==> config.mk <==
export PLATFORM = sky130hd
export DESIGN_NAME = id_fetch_rx_flat
export DESIGN_NICKNAME = d
export VERILOG_FILES = /design/src/rtl/id_fetch_rx_pkg.sv /design/src/rtl/id_fetch_rx_if.sv /design/src/rtl/id_fetch_rx_jal_imm_gen.sv /design/src/rtl/id_fetch_rx.sv /design/src/flat_wrapper.sv
export SDC_FILE = /design/constraint.sdc
export NUM_CORES = 1
export LEC_CHECK = 0
export ABC_AREA = 1
export CAP_MARGIN = 20
export CORE_MARGIN = 4
export CORE_UTILIZATION = 51
export CTS_CLUSTER_DIAMETER = 100
export DETAILED_ROUTE_END_ITERATION = 8
export PLACE_DENSITY = 0.87
export SLEW_MARGIN = 20
export SYNTH_ARGS = -nofsm -noshare
export SYNTH_HDL_FRONTEND = slang
export SYNTH_SLANG_ARGS = --single-unit
export TNS_END_PERCENT = 30
==> constraint.sdc <==
create_clock -name clk -period 2.8 [get_ports clk]
set_input_delay 0.28 -clock clk [delete_from_list [all_inputs] [get_ports clk]]
set_output_delay 0.28 -clock clk [all_outputs]
set_load 0.01 [all_outputs]
==> src/rtl/id_fetch_rx_pkg.sv <==
// Shared widths, opcodes and FSM encoding for the IF/ID receive path.
package id_fetch_rx_pkg;

  localparam int unsigned IF_TO_ID_BUS_W = 64;
  localparam int unsigned BR_BUS_W       = 33;

  localparam logic [6:0]  OPC_JAL      = 7'b1101111;
  localparam logic [31:0] NOP_INST_DEF = 32'h0000_0013;

  typedef enum logic {
    RUN  = 1'b0,
    KILL = 1'b1
  } state_t;

endpackage

==> src/rtl/id_fetch_rx_if.sv <==
// Fetch <-> decode bus: {pc, inst} forward, registered-redirect request back.
interface id_fetch_rx_if;
  import id_fetch_rx_pkg::*;

  logic [IF_TO_ID_BUS_W-1:0] if_to_id_bus;
  logic [BR_BUS_W-1:0]       br_bus;

  // Fetch side drives the slot and consumes the redirect.
  modport master (output if_to_id_bus, input br_bus);
  // Decode side consumes the slot and drives the redirect.
  modport slave  (input if_to_id_bus, output br_bus);
endinterface

==> src/rtl/id_fetch_rx_jal_imm_gen.sv <==
// J-type immediate extract and sign-extend; shared with EX.
module jal_imm_gen (
  input  logic [31:0] inst,
  output logic [31:0] imm
);

  // Reassemble imm[20:1] from its scattered J-type fields, bit 0 is always zero.
  always_comb begin
    imm = {{11{inst[31]}}, inst[31], inst[19:12], inst[20], inst[30:21], 1'b0};
  end

endmodule

==> src/rtl/id_fetch_rx.sv <==
// IF/ID pipeline register with stall/flush and early JAL redirect to fetch.
module id_fetch_rx
  import id_fetch_rx_pkg::*;
#(
  parameter bit          EARLY_JAL = 1'b1,
  parameter logic [31:0] NOP_INST  = NOP_INST_DEF
) (
  input  logic                clk,
  input  logic                rstn,
  id_fetch_rx_if.slave        fetch,
  input  logic                stallD,
  input  logic                flushD,
  output logic [31:0]         id_pc,
  output logic [31:0]         id_inst,
  output logic                id_valid,
  output logic                id_jal
);

  logic [31:0] pc_r;
  logic [31:0] inst_r;
  logic        valid_r;

  state_t      state;
  state_t      state_nxt;

  logic [31:0] imm;
  logic [31:0] target;
  logic        is_jal;
  logic        br_taken;
  logic        kill_next;

  logic [31:0] bus_pc;
  logic [31:0] bus_inst;

  assign bus_pc   = fetch.if_to_id_bus[63:32];
  assign bus_inst = fetch.if_to_id_bus[31:0];

  jal_imm_gen u_jal_imm_gen (
    .inst (inst_r),
    .imm  (imm)
  );

  // JAL decode and PC-relative target (wraps modulo 2^32).
  always_comb begin
    is_jal = valid_r && (inst_r[6:0] == OPC_JAL);
    target = pc_r + imm;
  end

  // IF/ID register: flush beats stall; the slot arriving while in KILL is latched invalid.
  always_ff @(posedge clk or negedge rstn) begin
    if (!rstn) begin
      pc_r    <= '0;
      inst_r  <= '0;
      valid_r <= 1'b0;
    end else if (flushD) begin
      pc_r    <= '0;
      inst_r  <= '0;
      valid_r <= 1'b0;
    end else if (!stallD) begin
      pc_r    <= bus_pc;
      inst_r  <= bus_inst;
      valid_r <= (bus_inst != '0) && !kill_next;
    end
  end

  // Kill-tracking state register.
  always_ff @(posedge clk or negedge rstn) begin
    if (!rstn) begin
      state <= RUN;
    end else begin
      state <= state_nxt;
    end
  end

  // Next state: enter KILL on an issued redirect; leave on the next advancing edge or a flush.
  always_comb begin
    state_nxt = state;
    unique case (state)
      RUN:  if (br_taken)          state_nxt = KILL;
      KILL: if (flushD || !stallD) state_nxt = RUN;
      default:                     state_nxt = RUN;
    endcase
  end

  // Outputs: redirect only from RUN so a JAL held under stall fires exactly once, when it unstalls.
  always_comb begin
    br_taken  = EARLY_JAL && is_jal && (state == RUN) && !stallD && !flushD;
    kill_next = (state == KILL);
    fetch.br_bus = {br_taken, (br_taken ? target : 32'h0)};
    id_pc    = pc_r;
    id_inst  = valid_r ? inst_r : NOP_INST;
    id_valid = valid_r;
    id_jal   = is_jal;
  end

endmodule

==> src/flat_wrapper.sv <==
// flat-port wrapper written by rule: the top's interface ports become plain ports
module id_fetch_rx_flat import id_fetch_rx_pkg::*;
#(
  parameter bit          EARLY_JAL = 1'b1,
  parameter logic [31:0] NOP_INST  = NOP_INST_DEF
)
  (clk, rstn, stallD, flushD, id_pc, id_inst, id_valid, id_jal, fetch_if_to_id_bus, fetch_br_bus);
  id_fetch_rx_if fetch_i ();
  input  logic clk;
  input  logic rstn;
  input  logic stallD;
  input  logic flushD;
  output logic [31:0] id_pc;
  output logic [31:0] id_inst;
  output logic id_valid;
  output logic id_jal;
  input wire logic [$bits(fetch_i.if_to_id_bus)-1:0] fetch_if_to_id_bus;
  output wire logic [$bits(fetch_i.br_bus)-1:0] fetch_br_bus;
  assign fetch_i.if_to_id_bus = fetch_if_to_id_bus;
  assign fetch_br_bus = fetch_i.br_bus;
  id_fetch_rx #(.EARLY_JAL(EARLY_JAL), .NOP_INST(NOP_INST)) u_core (.clk(clk), .rstn(rstn), .fetch(fetch_i), .stallD(stallD), .flushD(flushD), .id_pc(id_pc), .id_inst(id_inst), .id_valid(id_valid), .id_jal(id_jal));
endmodule
==> results_dict.tcl <==
set metrics [dict create \
    worstMarginPinSlew_ns 0.6973 \
    fmaxAchievable_mhz 367.8 \
    port_buffers 166 \
    post-route-min-period_ns 2.719 \
    drtIter0Drc 413 \
    grt_setup_unrepaired "yes" \
    clock_sinks 66 \
    wire_per_inst_um 15.94 \
    first_global_vias 5628 \
    synth_area_leader_cell "dfrtp_1" \
    critPathMaxFanout 5 \
    multi_input_area_um2 3171 \
    ys_ff_latch 66 \
    pre_cts_slack_ns 0.08421 \
    drc 0 \
    fin_crit_sh 0.9711 \
    syn_area_um2 5072 \
    crit_path_end_kind "primary output" \
    die_y_um 107.7 \
    vias_per_cell 5.301 \
    grt-ovfl-total 0 \
    netlist.area_leader.share 0.3256 \
    worst-endpoint-arrival_ns 2.44 \
    drive_gt1_frac 0.1210 \
    grt_pass1_wl_um 27610 \
    initial_core_util 0.5213 \
    clk_pin_slew_ns 0.09 \
    fin_ws_ns 0.08089 \
    regArea_um2 1667 \
    yosysWarningCount 0 \
    clockRootBuffer "clkbuf_8" \
    first_pass_iters 5 \
    ctsLongestPathBuffers 2 \
    area_delta_synth_final_pct 48.91 \
    syn_nets 886 \
    die_x_um 107.7 \
    skew_ns 0.007597 \
    place_congestion 0.9391 \
    rows 36 \
    track_usage 0.3028 \
    nFillCells 735 \
    netlist_top_cells_area "dfrtp_1 33%, nand2_1 23%, inv_1 9.6%" \
    syn_avg_cell_area_um2 6.445 \
    dieArea_um2 11610 \
    hp-class "flop to flop" \
    h-tree-depth 3 \
    postRouteAntennaNets 0 \
    p_per_area_nw_per_um2 351.4 \
    critPathBufInv 2 \
    grt_start_max_net_pins 61 \
    pin_count 167 \
    ir_worst_vdd_v 0.0003287 \
    fin_nets 1061 \
    netlist_instances 787 \
    outcome "finished, final reports clean" \
    cp_top_family "buffers and inverters" \
    hold_violations 0 \
    path_cells "buf_4 > fa_2 > nand3_1 > nand3_2 > a21oi_1 > o21a_1 > clkdlybuf4s50_1" \
    required_ns 2.52 \
    drt-total-wl_um 17540 \
    diodes 0 \
    finish.utilization 0.7764 \
    leakagePower_nw 4.069 \
    synth.distinct_cells 33 \
    antenna_found_initial 0 \
    maxCapViolations 0 \
    final_max_slew_viol_count 0 \
    slew-limit-headroom 0.5351 \
    dr_total_vias 5831 \
    core_um2 9729 \
    synth_seq_area_share 0.3256 \
    dp_hpwl_um 12980 \
    tritoncts "built" \
    crit_slowest_cell "clkdlybuf4s50_1" \
    max_stage_delay_ns 0.54 \
    start_kind "flop" \
    cts_buffers 9 \
    setup_violations 0 \
    clock_latency_ns 0.34 \
    worst-setup-path-type "flop to primary output" \
]
## final timing paths
path                             startpoint                end  slack (ns)  depth (start not counted)
setup / recovery            u_core.id_pc[2]    fetch_br_bus[5]        0.08                          7
min in group asynchronous              rstn   u_core.id_pc[29]        0.52                          2
max in group asynchronous              rstn  u_core.inst_r[22]        1.52                          3
setup reg to reg           u_core.inst_r[3]   u_core.kill_next        1.68                          6
hold / removal             u_core.inst_r[9]   u_core.inst_r[9]        0.50                          2
hold reg to reg            u_core.inst_r[9]   u_core.inst_r[9]        0.50                          2
## layout make-up
| cell class | instances | area share |
|---|---|---|
| tap | 133 | 0.02203 |
| clock inverter | 6 | 0.01193 |
| inverter | 144 | 0.07255 |
| multi-input combinational | 558 | 0.4197 |
| timing repair buffer | 183 | 0.2349 |
| clock buffer | 10 | 0.01822 |
| sequential | 66 | 0.2206 |
## per-layer routing
metal	track usage	routed length, µm
met5	0	0
met4	0.07124	224
met3	0.06839	1394
met2	0.5133	8507
met1	0.3934	7408
## cells in the mapped netlist (all sizes together)
| cell | number |
|---|---|
| a21oi | 35 |
| a22o | 37 |
| and2 | 5 |
| buf | 10 |
| clkbuf | 9 |
| clkinv | 1 |
| dfrtp | 66 |
| fa | 1 |
| ha | 30 |
| inv | 143 |
| nand2 | 309 |
| nand2b | 1 |
| nand3 | 27 |
| nand3b | 1 |
| nand4 | 4 |
| nor2 | 68 |
| nor3 | 4 |
| nor4 | 8 |
| o21a | 2 |
| o21ai | 20 |
| o21bai | 2 |
| o22ai | 2 |
| xnor2 | 2 |
## cell usage in the layout (no fill, tap or decap), drive strengths merged, types with 12 or more instances in the layout
cell type,synthesis,routed
a21oi,35,35
a22o,37,37
buf,10,17
clkbuf,9,12
clkdlybuf4s50,0,142
dfrtp,66,66
dlygate4sd2,0,14
ha,30,30
inv,143,144
nand2,309,309
nand3,27,27
nor2,68,68
o21ai,20,20
## logic make-up (layout without fill, tap and decap cells)
group / after synthesis / after routing / synth area share
xor+xnor: 2 / 2 / 0.003454
buf+inv: 163 / 343 / 0.1263
simple gates: 427 / 427 / 0.3402
flops: 66 / 66 / 0.3256
compound gates: 98 / 98 / 0.1265
fa+ha+maj: 31 / 31 / 0.07795
## flip-flops by register name, summed over array words and instances (netlist names)
| signal | cells |
|---|---|
| u_core.id_pc | 32 |
| u_core.id_valid | 1 |
| u_core.inst_r | 32 |
| u_core.kill_next | 1 |
## where the power goes
| part | switching [W] | internal, W |
|---|---|---|
| Sequential | 0.0000768 | 0.00101 |
| Clock | 0.000388 | 0.000527 |
| Combinational | 0.000325 | 0.000330 |
## tightest hold or removal path: stages, from the launching register on
cell,delay [ns]
dfrtp_1,0.35
nand2_1,0.05
o21ai_0,0.06
## what timing repair did
item | 4_1_cts | 5_1_grt
pin swaps | 1 | 1
buffers inserted | 4 | 3
gates resized for setup | 57 | 36
endpoints found under the setup margin | 23 | 21
hold buffers | 1 | 0
endpoints found under the hold margin | 18 | 0
## metrics by stage
step                      area (µm²)  cells  power, W   TNS, ns  hold WS, ns
final                           7553   1100  0.002654         0       0.4954
after global routing            7553   1100  0.002758   -0.2339       0.5111
after detailed placement        6875   1076  0.001651         0       0.3627
after CTS                       7435   1097  0.002631  -0.02154       0.4903
after global placement          6875   1076  0.001643         0       0.3542
after floorplan                 5072    787  0.001343         0     -0.01559
No activity file was read; power rests on OpenSTA's default activity.
